[config.mk]
export PLATFORM = sky130hd
export DESIGN_NAME = drp_rmw_seq
export DESIGN_NICKNAME = d
export VERILOG_FILES = /design/src/rtl/drp_rmw_seq.sv
export SDC_FILE = /design/constraint.sdc
export NUM_CORES = 1
export LEC_CHECK = 0
export CAP_MARGIN = 20
export CORE_MARGIN = 8
export CORE_UTILIZATION = 25
export CTS_CLUSTER_SIZE = 10
export DETAILED_ROUTE_END_ITERATION = 8
export HOLD_SLACK_MARGIN = 0.15
export PLACE_DENSITY_LB_ADDON = 0.1
export SETUP_SLACK_MARGIN = 0.3
export SYNTH_ARGS = -nofsm -noshare
export SYNTH_HDL_FRONTEND = slang
export SYNTH_SLANG_ARGS = --single-unit
[constraint.sdc]
create_clock -name clkin -period 2.6 [get_ports clkin]
set_input_delay 0.52 -clock clkin [delete_from_list [all_inputs] [get_ports clkin]]
set_output_delay 0.52 -clock clkin [all_outputs]
set_load 0.02 [all_outputs]
[src/rtl/drp_rmw_seq.sv]
// drp_rmw_seq: holds the MMCM in reset, walks a read-modify-write table over DRP, then waits for lock.
// Optional macro DRP_READBACK_VERIFY_EN adds a readback compare of every written word.
module drp_rmw_seq #(
    parameter int NUM_ENTRIES  = 4,
    parameter int ADDR_W       = 7,
    parameter int DATA_W       = 16,
    parameter int DRDY_TIMEOUT = 255,
    parameter int LOCK_TIMEOUT = 65535
) (
    input  logic                          clkin,
    input  logic                          reset,
    input  logic                          drp_start,
    input  logic [NUM_ENTRIES*ADDR_W-1:0] cfg_addr,
    input  logic [NUM_ENTRIES*DATA_W-1:0] cfg_mask,
    input  logic [NUM_ENTRIES*DATA_W-1:0] cfg_data,
    output logic                          drp_den,
    output logic                          drp_dwe,
    output logic [ADDR_W-1:0]             drp_daddr,
    output logic [DATA_W-1:0]             drp_di,
    input  logic [DATA_W-1:0]             drp_do,
    input  logic                          drp_drdy,
    output logic                          mmcm_rst,
    input  logic                          mmcm_locked,
    output logic                          busy,
    output logic                          done,
    output logic                          error
);

    localparam int IDX_W = (NUM_ENTRIES > 1) ? $clog2(NUM_ENTRIES) : 1;
    localparam int CNT_W = 16;
    localparam logic [IDX_W-1:0] LAST_IDX = IDX_W'(NUM_ENTRIES - 1);

    typedef enum logic [3:0] {
        S_IDLE,
        S_RD_REQ,
        S_RD_WAIT,
        S_WR_REQ,
        S_WR_WAIT,
`ifdef DRP_READBACK_VERIFY_EN
        S_VFY_REQ,
        S_VFY_WAIT,
`endif
        S_NEXT,
        S_LOCK_WAIT,
        S_DONE
    } state_t;

    // Shared wait counter: saturates at all-ones instead of wrapping.
    function automatic logic [CNT_W-1:0] sat_inc(input logic [CNT_W-1:0] v);
        return (v == '1) ? v : v + 1'b1;
    endfunction

    state_t              r_state, w_state_nxt;
    logic [IDX_W-1:0]    r_idx, w_idx_nxt;
    logic [CNT_W-1:0]    r_cnt, w_cnt_nxt;
    logic [DATA_W-1:0]   r_merged, w_merged_nxt;
    logic                r_den, w_den_nxt;
    logic                r_dwe, w_dwe_nxt;
    logic [ADDR_W-1:0]   r_daddr, w_daddr_nxt;
    logic [DATA_W-1:0]   r_di, w_di_nxt;
    logic                r_rst, w_rst_nxt;
    logic                r_busy, w_busy_nxt;
    logic                r_done, w_done_nxt;
    logic                r_error, w_error_nxt;

    logic [ADDR_W-1:0]   w_addr;
    logic [DATA_W-1:0]   w_mask;
    logic [DATA_W-1:0]   w_data;
    logic [DATA_W-1:0]   w_merged;
    logic [CNT_W-1:0]    w_cnt_inc;
    logic                w_drdy_to;
    logic                w_lock_to;

    assign w_addr    = cfg_addr[r_idx*ADDR_W +: ADDR_W];
    assign w_mask    = cfg_mask[r_idx*DATA_W +: DATA_W];
    assign w_data    = cfg_data[r_idx*DATA_W +: DATA_W];
    assign w_merged  = (drp_do & w_mask) | (w_data & ~w_mask);
    assign w_cnt_inc = sat_inc(r_cnt);
    assign w_drdy_to = (w_cnt_inc == CNT_W'(DRDY_TIMEOUT));
    assign w_lock_to = (w_cnt_inc == CNT_W'(LOCK_TIMEOUT));

    always_comb begin
        w_state_nxt  = r_state;
        w_idx_nxt    = r_idx;
        w_cnt_nxt    = r_cnt;
        w_merged_nxt = r_merged;
        w_den_nxt    = 1'b0;
        w_dwe_nxt    = 1'b0;
        w_daddr_nxt  = r_daddr;
        w_di_nxt     = r_di;
        w_rst_nxt    = r_rst;
        w_busy_nxt   = r_busy;
        w_done_nxt   = 1'b0;
        w_error_nxt  = r_error;
        case (r_state)
            S_IDLE: begin
                if (drp_start) begin
                    w_busy_nxt  = 1'b1;
                    w_rst_nxt   = 1'b1;
                    w_error_nxt = 1'b0;
                    w_idx_nxt   = '0;
                    w_state_nxt = S_RD_REQ;
                end
            end
            S_RD_REQ: begin
                w_den_nxt   = 1'b1;
                w_daddr_nxt = w_addr;
                w_cnt_nxt   = '0;
                w_state_nxt = S_RD_WAIT;
            end
            S_RD_WAIT: begin
                if (drp_drdy) begin
                    w_merged_nxt = w_merged;
                    w_state_nxt  = S_WR_REQ;
                end else if (w_drdy_to) begin
                    w_error_nxt = 1'b1;
                    w_rst_nxt   = 1'b0;
                    w_done_nxt  = 1'b1;
                    w_state_nxt = S_DONE;
                end else begin
                    w_cnt_nxt = w_cnt_inc;
                end
            end
            S_WR_REQ: begin
                w_den_nxt   = 1'b1;
                w_dwe_nxt   = 1'b1;
                w_daddr_nxt = w_addr;
                w_di_nxt    = r_merged;
                w_cnt_nxt   = '0;
                w_state_nxt = S_WR_WAIT;
            end
            S_WR_WAIT: begin
                if (drp_drdy) begin
`ifdef DRP_READBACK_VERIFY_EN
                    w_state_nxt = S_VFY_REQ;
`else
                    w_state_nxt = S_NEXT;
`endif
                end else if (w_drdy_to) begin
                    w_error_nxt = 1'b1;
                    w_rst_nxt   = 1'b0;
                    w_done_nxt  = 1'b1;
                    w_state_nxt = S_DONE;
                end else begin
                    w_cnt_nxt = w_cnt_inc;
                end
            end
`ifdef DRP_READBACK_VERIFY_EN
            S_VFY_REQ: begin
                w_den_nxt   = 1'b1;
                w_daddr_nxt = w_addr;
                w_cnt_nxt   = '0;
                w_state_nxt = S_VFY_WAIT;
            end
            S_VFY_WAIT: begin
                if (drp_drdy && (drp_do == r_merged)) begin
                    w_state_nxt = S_NEXT;
                end else if (drp_drdy || w_drdy_to) begin
                    w_error_nxt = 1'b1;
                    w_rst_nxt   = 1'b0;
                    w_done_nxt  = 1'b1;
                    w_state_nxt = S_DONE;
                end else begin
                    w_cnt_nxt = w_cnt_inc;
                end
            end
`endif
            S_NEXT: begin
                if (r_idx == LAST_IDX) begin
                    w_rst_nxt   = 1'b0;
                    w_cnt_nxt   = '0;
                    w_state_nxt = S_LOCK_WAIT;
                end else begin
                    w_idx_nxt   = r_idx + 1'b1;
                    w_state_nxt = S_RD_REQ;
                end
            end
            S_LOCK_WAIT: begin
                if (mmcm_locked) begin
                    w_done_nxt  = 1'b1;
                    w_state_nxt = S_DONE;
                end else if (w_lock_to) begin
                    w_error_nxt = 1'b1;
                    w_done_nxt  = 1'b1;
                    w_state_nxt = S_DONE;
                end else begin
                    w_cnt_nxt = w_cnt_inc;
                end
            end
            S_DONE: begin
                w_busy_nxt  = 1'b0;
                w_state_nxt = S_IDLE;
            end
            default: w_state_nxt = S_IDLE;
        endcase
    end

    always_ff @(posedge clkin) begin
        if (reset) begin
            r_state  <= S_IDLE;
            r_idx    <= '0;
            r_cnt    <= '0;
            r_merged <= '0;
            r_den    <= 1'b0;
            r_dwe    <= 1'b0;
            r_daddr  <= '0;
            r_di     <= '0;
            r_rst    <= 1'b0;
            r_busy   <= 1'b0;
            r_done   <= 1'b0;
            r_error  <= 1'b0;
        end else begin
            r_state  <= w_state_nxt;
            r_idx    <= w_idx_nxt;
            r_cnt    <= w_cnt_nxt;
            r_merged <= w_merged_nxt;
            r_den    <= w_den_nxt;
            r_dwe    <= w_dwe_nxt;
            r_daddr  <= w_daddr_nxt;
            r_di     <= w_di_nxt;
            r_rst    <= w_rst_nxt;
            r_busy   <= w_busy_nxt;
            r_done   <= w_done_nxt;
            r_error  <= w_error_nxt;
        end
    end

    assign drp_den   = r_den;
    assign drp_dwe   = r_dwe;
    assign drp_daddr = r_daddr;
    assign drp_di    = r_di;
    assign mmcm_rst  = r_rst;
    assign busy      = r_busy;
    assign done      = r_done;
    assign error     = r_error;

endmodule

==> results of run 1 <==
## logic make-up (layout without fill, tap and decap cells)
family | after synthesis | count (layout) | share of synthesized area (%)
muxes | 92 | 92 | 27.0
xor gates and xnor gates | 1 | 1 | 0.195
and+or+nand+nor | 195 | 195 | 20.9
buffers and inverters | 43 | 306 | 4.07
DFF | 67 | 67 | 29.9
adders and majority gates | 2 | 2 | 0.558
other | 1 | 1 | 0.0836
AOI/OAI and AO/OA | 115 | 116 | 17.3
## flip-flops by register name (all words and copies together) (netlist names)
name and cells:
done 1, drp_di 16, r_merged 16, mmcm_rst 1, error 1, drp_daddr 7, r_idx 2, drp_den 1
r_state 4, busy 1, drp_dwe 1, r_cnt 16
## Yosys cell counts (all sizes together), types with 2 or more instances
library cell and n:
nand4 7, mux4 23, or2 2, a211oi 21
nor2b 3, a21boi 2, nand3 13, a21oi 43
inv 8, or4 2, and2 3, o22ai 2
mux2i 69, o211ai 2, a31oi 4, a2bb2oi 2
a22oi 2, clkbuf 25, o41ai 4, nand2b 6
buf 10, o21ai 17, and3 6, nor4 11
dfxtp 67, nand2 75, o32ai 4, nor2 49
ha 2, nor3 9, or3 4
## layout make-up
type	instances	area, µm²
Fill cell	1687	9760
Clock inverter	7	97.6
Sequential cell	67	1360
Tap cell	229	287
Multi-Input combinational cell	407	3310
Timing Repair Buffer	282	2700
Inverter	8	30.0
Clock buffer	9	225
## layout by cell type (no fill, tap or decap), drive strengths merged, types with 3 or more instances in the layout
cell           Yosys  final
o41ai              4      4
nor3               9      9
clkbuf            25      9
o21ai             17     17
and3               6      6
nand2             75     75
and2               3      3
mux2i             69     69
mux4              23     23
a21oi             43     43
a211oi            21     21
nand3             13     13
nor2b              3      3
o32ai              4      4
nor4              11     11
nand2b             6      6
dfxtp             67     67
a31oi              4      4
inv                8     11
or3                4      4
clkdlybuf4s50      0    204
nor2              49     49
nand4              7      7
buf               10     78
## where the power goes
part	leakage [nW]	switching [W]	internal [W]
sequential	0.548	0.00000804	0.00103
clock	0.161	0.000483	0.000847
combinational	2.31	0.000146	0.000339
## stage by stage
stage	total power, W	instances	area (µm²)	hold WS (ns)	setup slack [ns]
2_1_floorplan	0.00121	516	4530	0.432	0.0103
3_3_place_gp	0.00153	981	7210	0.440	-0.133
3_5_place_dp	0.00154	981	7210	0.442	-0.178
4_1_cts	0.00288	1004	7780	0.451	0.0434
5_1_grt	0.00296	1009	8020	0.462	-0.0397
6_report	0.00285	1009	8020	0.450	0.0533
## worst min-delay path: stages, from the launching register on
cell,delay (ns)
dfxtp_1,0.30
nand2_1,0.05
a21oi_1,0.05
## repair_timing
item,CTS,global route
endpoints found under the setup margin,22,22
pin swaps,10,23
buffers inserted,6,5
gates cloned,1,0
gates resized for setup,42,45
## how the worst max path moves through the flow
stage,start,end,slack [ns],cells past startpoint
2_1_floorplan,r_cnt[0]$_SDFFE_PP0P_,r_cnt[3]$_SDFFE_PP0P_,0.01,11
3_3_place_gp,r_cnt[0]$_SDFFE_PP0P_,r_cnt[7]$_SDFFE_PP0P_,-0.13,10
3_5_place_dp,r_cnt[10]$_SDFFE_PP0P_,r_cnt[7]$_SDFFE_PP0P_,-0.18,9
4_1_cts,r_cnt[10]$_SDFFE_PP0P_,r_cnt[9]$_SDFFE_PP0P_,0.04,8
5_1_grt,r_cnt[7]$_SDFFE_PP0P_,error$_SDFFE_PP0P_,-0.04,9
6_report,r_cnt[7]$_SDFFE_PP0P_,r_cnt[9]$_SDFFE_PP0P_,0.05,8
## per-layer routing
| layer | global-route usage [%] | vias up | wire length (µm) |
|---|---|---|---|
| met1 | 18.8 | 2341 | 7760 |
| met4 | 3.75 | 0 | 172 |
| met2 | 28.0 | 185 | 9440 |
| li1 | - | 2450 | - |
| met3 | 5.17 | 14 | 1410 |
| met5 | 0 | - | 0 |
==> metrics, run 1 <==
TritonCTS Buffers 9; Port Buf Inserts 205; initial antenna violation count 0; share of layout cells above drive strength 1 ~24%; cts hold-fix bufs 0; Req. time, crit path approximately 2.8 ns; largest net degree at the start of global routing 38; Wirelength per Cell between 15 and 20 µm; Vert. Die Dim 150 µm; clk slew on worst S/H paths roughly 0.060 ns; final period utilization 98.0%; Worst path max stage delay about 0.54 ns; Starting Density ~25%; standard-cell rows between 40 and 50; status completed; largest cells by area after synthesis dfxtp_1 30%, mux2i_1 15%, mux4_2 12%; Buffers & Inverters on Critical Path 0; Core Region about 0.018 mm²; CP max stage cell or4_1; endpoints failing hold 0; Finished Core Util 45.1%; clock latency on the worst-skew pair between 0.3 and 0.4 ns; Synth Area per Inst between 8 and 9 µm²; Crit Reg-Reg Endpoint r_cnt[9]$_SDFFE_PP0P_; Total Wirelength around 19 mm; number of global-route vias before repair approximately 5,300; fin nets 954; Post-synth EDFFs 0; #FFs+latches synth 67; post-synthesis cell type count 60; hold endpoint drp_di[3]$_SDFFE_PP0P_; Root Buffer clkbuf_16; Top-Level Pins 206; ys async rst share 0%; Worst Setup Path Type flop to flop; DR iter-0 viols 214; synth warn 0; Synth top area share about 30%; total gr overflow 0; Slew Limit Fails 0; register area share after synthesis roughly 30%; worst-path cell chain nand4_4 > or4_1 > or3_4 > a211oi_2 > and4b_2 > a21o_4 > a21oi_2 > o32ai_1; htree depth 3; Worst Hold Launch r_merged[3]$_SDFFE_PP0P_; HPWL after DPL ~15 mm; R2R Path Start r_cnt[7]$_SDFFE_PP0P_; r2r setup slk about 0.053 ns; hold path depth 2; # clock sinks between 60 and 70; CP startpoint kind flop; worst slew pin tran about 0.74 ns; max_cap viols 0; largest buffer count on any clock path 2; Max IR drop VDD 283 µV; GRT Overall Usage 16.1%; First-pass DRT Iterations 4; final setup violation count 0; drt via density 4.95; Max-Slew Margin vs Limit approximately 50%; FF-to-FF path depth 8; net count after synthesis about 700; Max Fclk about 400 MHz; Post-Syn Area 0.00448 mm²; post-route ant nets 0; most area-hungry cell type in the Yosys netlist dfxtp_1; PD cells about 360 mW/mm²; main flop type after synthesis dfxtp_1; RD Place Congestion 0.856; RSZ-0062 raised after global routing yes; Tmin final 2.55 ns; HP Class flop to flop; DRC Markers 0; Die Area 0.0225 mm²; setup_tns 0 ns; diode count 0; worst-path fanout max 6; clock skew approximately 0.0066 ns; via count roughly 5,000; Top delay family on crit path simple AND/OR/NAND/NOR gates; first-pass GRT wire length roughly 29 mm; Critical Path AT 2.76 ns; crit path capture type flop; leakage a little over 3 nW; P&R area growth vs syn 78.8%; Die X between 100 and 150 µm; CTS tree yes; Post-Synthesis Cells about 520
Note: power is estimated with default switching activity, not from simulation.
==> inputs of run 2 (changes only) <==
CORE_UTILIZATION = 38   (was 25)
PLACE_DENSITY = 0.78   (was default)
PLACE_DENSITY_LB_ADDON = default   (was 0.1)
SLEW_MARGIN = 20   (was default)
==> metrics, run 2 (same netlist as run 1, synthesis figures left out) <==
HPWL after DPL between 15 and 20 mm; cts hold-fix bufs 0; number of global-route vias before repair ~5,400; drt via density between 5 and 6; GR peak layer met2; Max-Slew Margin vs Limit 47.7%; met2 usage roughly two fifths; leakage approximately 2.9 nW; HP Class flop to flop; hold endpoint drp_di[2]$_SDFFE_PP0P_; Crit Reg-Reg Endpoint r_cnt[10]$_SDFFE_PP0P_; P_sw around 0.00059 W; Critical Path AT about 2.8 ns; TritonCTS Buffers 9; status completed; Total Wirelength 19.2 mm; PD cells ~340 mW/mm²; standard-cell rows 39; initial antenna violation count 6; largest net degree at the start of global routing 40; Finished Core Util 67.9%; clk slew on worst S/H paths ~0.050 ns; Comb pwr share 18.5%; via count approximately 5,100; largest buffer count on any clock path 2; post-placement cell count approximately 900; Max Fclk roughly 400 MHz; CP startpoint kind flop; Starting Density around two fifths; CTS tree yes; R2R Path Start r_cnt[1]$_SDFFE_PP0P_; worst slew pin tran 0.773 ns; post-placement cell area 0.00715 mm²; Worst Setup Path Type flop to flop; Tmin final between 2 and 3 ns; max_cap viols 0; GRT Overall Usage 23.1%; Vert. Die Dim between 100 and 150 µm; number of non-filler instances in the completed layout a little over 900; Final Cell Area 0.00779 mm²; Slew Limit Fails 0; First-pass DRT Iterations 5; commonest non-fill, non-tap cell in the layout clkdlybuf4s50_1; post-route ant nets 0; Int Power just over 0.002 W; Req. time, crit path about 2.8 ns; Max IR drop VDD slightly below 300 µV; Root Buffer clkbuf_16; final period utilization 98.5%; htree depth 3; clock skew between 0.008 and 0.009 ns; RD Place Congestion 0.938; Port Buf Inserts slightly above 200; final setup violation count 0; Top-Level Pins about 200; RSZ-0062 raised after global routing yes; switch share between 20% and 30%; Clk network pwr share 41.8%; P&R area growth vs syn 73.7%; Worst Hold Launch r_merged[2]$_SDFFE_PP0P_; hold path depth 2; share of layout cells above drive strength 1 a little under a quarter; total gr overflow 0; setup_tns 0 ns; met3 GRT Util under 10%; Die Area roughly 0.016 mm²; M1 GR Usage approximately 24%; worst-path fanout max 10; Sequential Power Share 39.7%; # clock sinks 67; Wirelength per Cell approximately 21 µm; fin nets roughly 960; r2r setup slk approximately 0.039 ns; Die X 125 µm; DR iter-0 viols between 400 and 500; # fillers around 880; clock latency on the worst-skew pair 0.32 ns; DRC Markers 0; first-pass GRT wire length 29.2 mm; crit path capture type flop; FF-to-FF path depth 12; endpoints failing hold 0; most frequent cells in the layout 204 x clkdlybuf4s50_1, 73 x nand2_1, 69 x buf_4; Core Region 0.0115 mm²
run 2: changes by cell type in the layout (fill, tap and decap cells not counted), moves of 4 or more:
cell and change:
a21oi_1 +5, a21oi_2 -5, buf_4 +7, buf_6 -4
diode_2 +6, nand2_1 +5, nand2_4 -4
run 2: worst max-delay path by stage:
stage,startpoint,end,slack (ns),cells after the start
final,r_cnt[1]$_SDFFE_PP0P_,r_cnt[10]$_SDFFE_PP0P_,0.04,12
after global placement,r_cnt[1]$_SDFFE_PP0P_,r_cnt[0]$_SDFFE_PP0P_,-0.03,11
after CTS,r_cnt[1]$_SDFFE_PP0P_,r_cnt[6]$_SDFFE_PP0P_,0.07,12
after detailed placement,r_cnt[1]$_SDFFE_PP0P_,r_cnt[9]$_SDFFE_PP0P_,-0.09,10
after floorplan,r_cnt[0]$_SDFFE_PP0P_,r_cnt[3]$_SDFFE_PP0P_,0.01,11
after global routing,r_cnt[1]$_SDFFE_PP0P_,r_cnt[2]$_SDFFE_PP0P_,-0.07,13
run 2: power by group through the flow:
stage          registers (W)  logic (W)  clock network (W)
2_1_floorplan        0.00107   0.000140                  0
3_3_place_gp         0.00106   0.000462                  0
3_5_place_dp         0.00106   0.000477                  0
4_1_cts              0.00104   0.000480            0.00111
5_1_grt              0.00104   0.000513            0.00115
6_report             0.00104   0.000484            0.00109
run 2: worst max-delay path: stages (launching register included):
cell and delay (ns):
dfxtp_4 0.35, ha_4 0.16, nand4_1 0.08, buf_6 0.16, nor4_1 0.06, buf_4 0.17, or3_4 0.39, a211oi_2 0.22
and4b_2 0.32, a21o_4 0.16, buf_12 0.13, a21oi_1 0.05, o32ai_1 0.21
run 2: stage by stage:
| stage | hold slack (ns) | worst slack, ns | total power (W) |
|---|---|---|---|
| 2_1_floorplan | 0.432 | 0.0103 | 0.00121 |
| 3_3_place_gp | 0.439 | -0.0350 | 0.00152 |
| 3_5_place_dp | 0.444 | -0.0897 | 0.00154 |
| 4_1_cts | 0.452 | 0.0728 | 0.00263 |
| 5_1_grt | 0.477 | -0.0716 | 0.00271 |
| 6_report | 0.447 | 0.0389 | 0.00262 |
run 2: per-layer routing:
layer | part of all wire (%) | up-vias
li1 | - | 2459
met1 | 38 | 2426
met2 | 53 | 200
met5 | 0 | -
met4 | 3.5 | 0
met3 | 6.2 | 42
run 2: area by class of cell:
type | count | area [µm²] | share of cell area, %
clock buffers | 10 | 239 | 3.07
inverters | 8 | 30.0 | 0.386
flip-flops and latches | 67 | 1360 | 17.5
clock inverters | 5 | 30.0 | 0.386
well taps | 143 | 179 | 2.30
repair buffers | 285 | 2720 | 34.9
multi-input cells | 406 | 3220 | 41.3
diodes | 6 | 15.0 | 0.193
run 2: timing repair:
item | 4_1_cts | 5_1_grt
pin swaps | 11 | 10
setup buffers | 6 | 5
resized for setup | 50 | 15
endpoints found under the setup margin | 22 | 22
